### config.mk
export PLATFORM = sky130hd
export DESIGN_NAME = ft245_bus_arbiter
export DESIGN_NICKNAME = d
export VERILOG_FILES = /design/src/rtl/ft245_bus_arbiter.sv
export SDC_FILE = /design/constraint.sdc
export NUM_CORES = 1
export LEC_CHECK = 0
export BUFFER_PORTS_ARGS = -buffer_cell sky130_fd_sc_hd__buf_2
export CELL_PAD_IN_SITES_DETAIL_PLACEMENT = 2
export CELL_PAD_IN_SITES_GLOBAL_PLACEMENT = 2
export CORE_AREA = 8 8 70 72
export CTS_CLUSTER_DIAMETER = 50
export CTS_CLUSTER_SIZE = 14
export DETAILED_ROUTE_END_ITERATION = 10
export DIE_AREA = 0 0 78 80
export GPL_TIMING_DRIVEN = 0
export PLACE_DENSITY = 0.81
export SKIP_LAST_GASP = 1
export SLEW_MARGIN = 0
export SYNTH_ARGS = -nofsm -noshare
export SYNTH_HDL_FRONTEND = slang
export SYNTH_SLANG_ARGS = --single-unit
### constraint.sdc
create_clock -name clk -period 5.35 [get_ports clk]
set_input_delay 0 -clock clk [delete_from_list [all_inputs] [get_ports clk]]
set_output_delay 0 -clock clk [all_outputs]
set_load 0.05 [all_outputs]
### src/rtl/ft245_bus_arbiter.sv
// ft245_bus_arbiter: round-robin owner of the half-duplex FT245 data bus, with per-grant burst limit and turnaround gap.
// Define FT245_SIWU_EN to build the send-immediate (siwu_n) idle timer; otherwise siwu_n is tied high.
module ft245_bus_arbiter #(
    parameter int MAX_BURST    = 64,
    parameter int TURN_CYCLES  = 2,
    parameter int BCNT_W       = 8,
    parameter int SIWU_TIMEOUT = 16
) (
    input  logic              clk,
    input  logic              rst,
    input  logic              rx_avail,
    input  logic              tx_ready,
    input  logic              in_fifo_full,
    input  logic              out_fifo_empty,
    input  logic              rx_beat,
    input  logic              tx_beat,
    input  logic              rx_idle,
    input  logic              tx_idle,
    output logic              rx_grant,
    output logic              tx_grant,
    output logic              rx_stop,
    output logic              tx_stop,
    output logic              bus_drive,
    output logic              last_dir,
    output logic [BCNT_W-1:0] beat_count,
    output logic              siwu_n
);

    typedef enum logic [1:0] {
        S_IDLE,
        S_RX_GRANT,
        S_TX_GRANT,
        S_TURN
    } state_t;

    localparam int                TCNT_W    = (TURN_CYCLES > 1) ? $clog2(TURN_CYCLES) : 1;
    localparam logic [TCNT_W-1:0] TURN_LAST = TCNT_W'((TURN_CYCLES > 0) ? TURN_CYCLES - 1 : 0);
    localparam logic [BCNT_W-1:0] BURST_LIM = BCNT_W'(MAX_BURST);
    localparam bit                BURST_EN  = (MAX_BURST != 0);

    state_t            state_q;
    logic              rx_grant_q;
    logic              tx_grant_q;
    logic              rx_stop_q;
    logic              tx_stop_q;
    logic              last_dir_q;
    logic              held_q;
    logic [BCNT_W-1:0] beat_count_q;
    logic [BCNT_W-1:0] beat_count_d;
    logic [TCNT_W-1:0] turn_cnt_q;

    logic rx_req;
    logic tx_req;
    logic own_beat;
    logic own_idle;
    logic other_req;
    logic release_d;
    logic stop_d;

    // Steer the owning engine's beat/idle and the waiting side's request into one grant datapath.
    always_comb begin
        rx_req    = rx_avail & ~in_fifo_full;
        tx_req    = tx_ready & ~out_fifo_empty;
        own_beat  = 1'b0;
        own_idle  = 1'b0;
        other_req = 1'b0;
        case (state_q)
            S_RX_GRANT: begin
                own_beat  = rx_beat;
                own_idle  = rx_idle;
                other_req = tx_req;
            end
            S_TX_GRANT: begin
                own_beat  = tx_beat;
                own_idle  = tx_idle;
                other_req = rx_req;
            end
            default: begin
                own_beat  = 1'b0;
                own_idle  = 1'b0;
                other_req = 1'b0;
            end
        endcase

        beat_count_d = beat_count_q;
        if (own_beat && (beat_count_q != '1)) begin
            beat_count_d = beat_count_q + 1'b1;
        end

        // held_q marks the second grant cycle onward, so a grant always lasts at least two cycles.
        release_d = own_idle & held_q;
        stop_d    = BURST_EN && (beat_count_d >= BURST_LIM) && other_req;
    end

    always_ff @(posedge clk) begin
        if (rst) begin
            state_q      <= S_IDLE;
            rx_grant_q   <= 1'b0;
            tx_grant_q   <= 1'b0;
            rx_stop_q    <= 1'b0;
            tx_stop_q    <= 1'b0;
            last_dir_q   <= 1'b1;
            held_q       <= 1'b0;
            beat_count_q <= '0;
            turn_cnt_q   <= '0;
        end else begin
            case (state_q)
                S_IDLE: begin
                    if (rx_req && (!tx_req || last_dir_q)) begin
                        state_q      <= S_RX_GRANT;
                        rx_grant_q   <= 1'b1;
                        beat_count_q <= '0;
                        held_q       <= 1'b0;
                    end else if (tx_req) begin
                        state_q      <= S_TX_GRANT;
                        tx_grant_q   <= 1'b1;
                        beat_count_q <= '0;
                        held_q       <= 1'b0;
                    end
                end
                S_RX_GRANT, S_TX_GRANT: begin
                    beat_count_q <= beat_count_d;
                    held_q       <= 1'b1;
                    // Release wins over a stop raised in the same cycle, so that stop is never seen.
                    if (release_d) begin
                        rx_grant_q <= 1'b0;
                        tx_grant_q <= 1'b0;
                        rx_stop_q  <= 1'b0;
                        tx_stop_q  <= 1'b0;
                        last_dir_q <= (state_q == S_TX_GRANT);
                        turn_cnt_q <= '0;
                        state_q    <= (TURN_CYCLES == 0) ? S_IDLE : S_TURN;
                    end else if (stop_d) begin
                        if (state_q == S_RX_GRANT) begin
                            rx_stop_q <= 1'b1;
                        end else begin
                            tx_stop_q <= 1'b1;
                        end
                    end
                end
                S_TURN: begin
                    if (turn_cnt_q == TURN_LAST) begin
                        state_q <= S_IDLE;
                    end else begin
                        turn_cnt_q <= turn_cnt_q + 1'b1;
                    end
                end
                default: begin
                    state_q <= S_IDLE;
                end
            endcase
        end
    end

    assign rx_grant   = rx_grant_q;
    assign tx_grant   = tx_grant_q;
    assign rx_stop    = rx_stop_q;
    assign tx_stop    = tx_stop_q;
    assign bus_drive  = tx_grant_q;
    assign last_dir   = last_dir_q;
    assign beat_count = beat_count_q;

`ifdef FT245_SIWU_EN
    localparam int                SCNT_W    = $clog2(SIWU_TIMEOUT + 1);
    localparam logic [SCNT_W-1:0] SIWU_LAST = SCNT_W'(SIWU_TIMEOUT);

    logic              siwu_armed_q;
    logic              siwu_n_q;
    logic [SCNT_W-1:0] siwu_cnt_q;
    logic              tx_release;
    logic              siwu_block;

    assign tx_release = (state_q == S_TX_GRANT) & release_d;
    // An RX decision in IDLE counts as a grant so the pulse never lands on a grant edge.
    assign siwu_block = tx_req | rx_grant_q | tx_grant_q | ((state_q == S_IDLE) & rx_req);

    // Armed once per TX release that left the transmit FIFO empty; fires a single low pulse.
    always_ff @(posedge clk) begin
        if (rst) begin
            siwu_armed_q <= 1'b0;
            siwu_cnt_q   <= '0;
            siwu_n_q     <= 1'b1;
        end else begin
            siwu_n_q <= 1'b1;
            if (tx_release) begin
                siwu_armed_q <= out_fifo_empty;
                siwu_cnt_q   <= '0;
            end else if (siwu_armed_q) begin
                if (siwu_block) begin
                    siwu_armed_q <= 1'b0;
                    siwu_cnt_q   <= '0;
                end else if ((siwu_cnt_q + 1'b1) == SIWU_LAST) begin
                    siwu_n_q     <= 1'b0;
                    siwu_armed_q <= 1'b0;
                    siwu_cnt_q   <= '0;
                end else begin
                    siwu_cnt_q <= siwu_cnt_q + 1'b1;
                end
            end
        end
    end

    assign siwu_n = siwu_n_q;
`else
    assign siwu_n = 1'b1;
`endif

endmodule
==> metrics.md <==
| Metric | Value |
|---|---|
| Fin area | 1325 sq um |
| Status | completed |
| Util after Layout | 0.3436 |
| Final setup TNS | 0 ps |
| Rows | 23 |
| Final #Nets | 173 |
| Crit Path Max Fanout | 5 |
| Number of synthesized flops with an enable pin | 0 |
| CTS tree | yes |
| Cell family with most CP delay | simple AND/OR/NAND/NOR gates |
| Filler cell count | 461 |
| Synthesized area per cell | 8.467 sq um |
| Vias | 1,155 |
| Final Power | 0.5905 mW |
| Synth Flop Type | dfxtp_1 |
| Mapped Cells | 129 |
| Routed len/inst | 18.22 um |
| Remaining DRCs | 0 |
| Worst-Margin Slew | 699.6 ps |
| Max Freq | 470.3 MHz |
| Post-detailed-routing wire length | 3771 um |
| HP Class | primary input to register |
| Total gr overflow | 0 |
| Min Tclk post-route | 2126 ps |
| Most common cell in the netlist | dfxtp_1 |
| CP bufs+invs | 1 |
| Clock tree sinks | 17 |
| Relative slew slack | 0.5314 |
| Ranking of synthesized cells by area | dfxtp_1, ha_1, a21oi_1, a31oi_1, nand3_1 |
| Initial antenna violation count | 0 |
| Worst EP required | 5530 ps |
| H-tree depth | 1 |
| Syn Nets | 144 |
| Synth top area share | 0.3116 |
| Cell Area, Synth | 1092 sq um |
| Placement Cell Area | 1270 sq um |
| Setup CP Type | register to register |
| P&R area growth vs syn | 21.31% |
| Die Span X | 78 um |
| Max_cap viols | 0 |
| Share of post-route cells with drive strength above 1 | 0.2548 |
| Routed Antenna Nets | 0 |
| Total GRT Usage | 0.1265 |
| Drt first pass iters | 4 |
| Peak VDD IR | 0.1456 mV |
| Setup Fix Bufs, Post-CTS | 0 |
| CP max stage cell | nor3_1 |
| Leakage | 0.5094 nW |
| Resized cells post-CTS | 0 |
| Largest area contributor in the synthesized netlist | dfxtp_1 |
| R2R Path Start | state_q[0] |
| Synth warnings | 0 |
| Slowest stage delay, CP | 540 ps |
| Netlist cell types | 45 |
| Sequential element share of the synthesized area | 0.3116 |
| PortBufs | 23 |
| GPL Wtd Cong | 0.8184 |
| Worst setup SP type | register |
| Via density | 5.580 |
| Worst skew pair latency | 260 ps |
| Yosys reg bits | 17 |
| Critical Path Start | state_q[0] |
| 1st-iter DRT viols | 41 |
| First-pass GRT wire length | 6354 um |
| CTS clock-pin slew for the worst setup and hold paths | 80 ps |
| Clock tree buffer depth | 2 |
| Post-synth top cells | dfxtp_1, a21oi_1, inv_1 |
| Final Max Slew Viols | 0 |
| Power per Cell Area | 445.7 nW/um^2 |
| Core area | 3856 sq um |
| Largest register FFs | 8 |
| CTS Buf Count | 3 |
| Layout Cells excl Fill | 207 |
| Hold_sp | out_fifo_empty |
| Starting Density | 0.2833 |
| Crit end category | register |
| # diodes | 0 |
| Fin. Hold Viols | 0 |
| Height of the die | 80 um |
| Async set or reset register ratio after synthesis | 0 |
| RSZ-0062 raised after global routing | no |
| Die area | 6240 sq um |
| Largest net degree at the start of global routing | 11 |
| DP HPWL | 2983 um |
| CP cell instances | inv_1, ha_1, nand3_1, nor3_1, mux2_2, o21ai_0 |
| Post-Place Cells | 202 |
| I/O Pins | 25 |
| Clock skew | 9.801 ps |
| Worst path arrival time | 2310 ps |
| Setup violators final | 0 |
| Vias in the first global route | 1,303 |
| Clock Tree Root | clkbuf_8 |
| Final worst path period share | 0.3974 |
## power by group
| group | internal [mW] | switching (mW) |
|---|---|---|
| Combinational | 0.104 | 0.227 |
| Sequential | 0.143 | 0.0151 |
| Clock | 0.0530 | 0.0490 |
## worst paths after layout
check,depth (start not counted),endpoint,slack [ps]
setup reg to reg,6,rx_stop,3220
setup / recovery,6,rx_stop,3220
hold reg to reg,2,rx_stop,470
hold / removal,4,bus_drive,170
## cells in the final DEF (no fill, tap or decap), types with 3 or more instances in the layout
| cell type | Yosys | final |
|---|---|---|
| a211oi_1 | 4 | 4 |
| a21oi_1 | 11 | 11 |
| o21ai_0 | 6 | 6 |
| inv_1 | 8 | 8 |
| ha_1 | 5 | 5 |
| a21o_1 | 3 | 3 |
| nand2_1 | 5 | 5 |
| a31oi_1 | 7 | 7 |
| clkbuf_8 | 0 | 3 |
| dfxtp_1 | 17 | 17 |
| buf_2 | 2 | 25 |
| nand3_1 | 6 | 6 |
| clkbuf_1 | 2 | 3 |
| nand2b_1 | 3 | 3 |
| nor2_1 | 5 | 5 |
## timing repair
| item | CTS | global route |
|---|---|---|
| setup endpoints to repair | 0 | 0 |
| hold endpoints to repair | 1 | 0 |
| hold buffers | 1 | 0 |
## per-layer routing
metal,vias up,routed length (um),track usage,part of all wire
met2,24,1869,0.2306,0.50
met5,-,0,0,0
met3,7,126,0.02815,0.033
met4,0,63,0.04074,0.017
li1,552,-,-,-
met1,572,1711,0.1421,0.45
## per-stage QoR
step | hold WS [ps] | setup WS [ps]
finish | 167.7 | 3224
global route | 206.1 | 3015
CTS | 175.7 | 3192
detailed placement | 274.2 | 3246
global placement | 273.0 | 3323
floorplan | 102.7 | 3336
## worst min-delay path: stages
cell and delay (ps):
buf_2 90, nor2b_1 90, a21oi_1 140, a211oi_1 60
## final cells by class
type / instances / area (sq um) / area share
inverter: 9 / 33.78 / 0.02550
tap: 50 / 62.56 / 0.04721
multi-input combinational: 97 / 685.7 / 0.5175
buffer: 6 / 32.53 / 0.02455
timing repair buffer: 24 / 125.1 / 0.09443
clock buffer: 4 / 45.04 / 0.03399
sequential: 17 / 340.3 / 0.2568
## cell families (layout without fill, tap and decap cells)
family	after synthesis	in the layout	share of synthesized area
buffers and inverters	15	43	0.06071
flip-flops	17	17	0.3116
other	1	1	0.003433
AND/OR/NAND/NOR	36	36	0.1982
multiplexers	3	3	0.02864
adder cells (fa/ha/maj)	5	5	0.05727
AO/OA/AOI/OAI	52	52	0.3402
(Power assumes the default switching activity.)
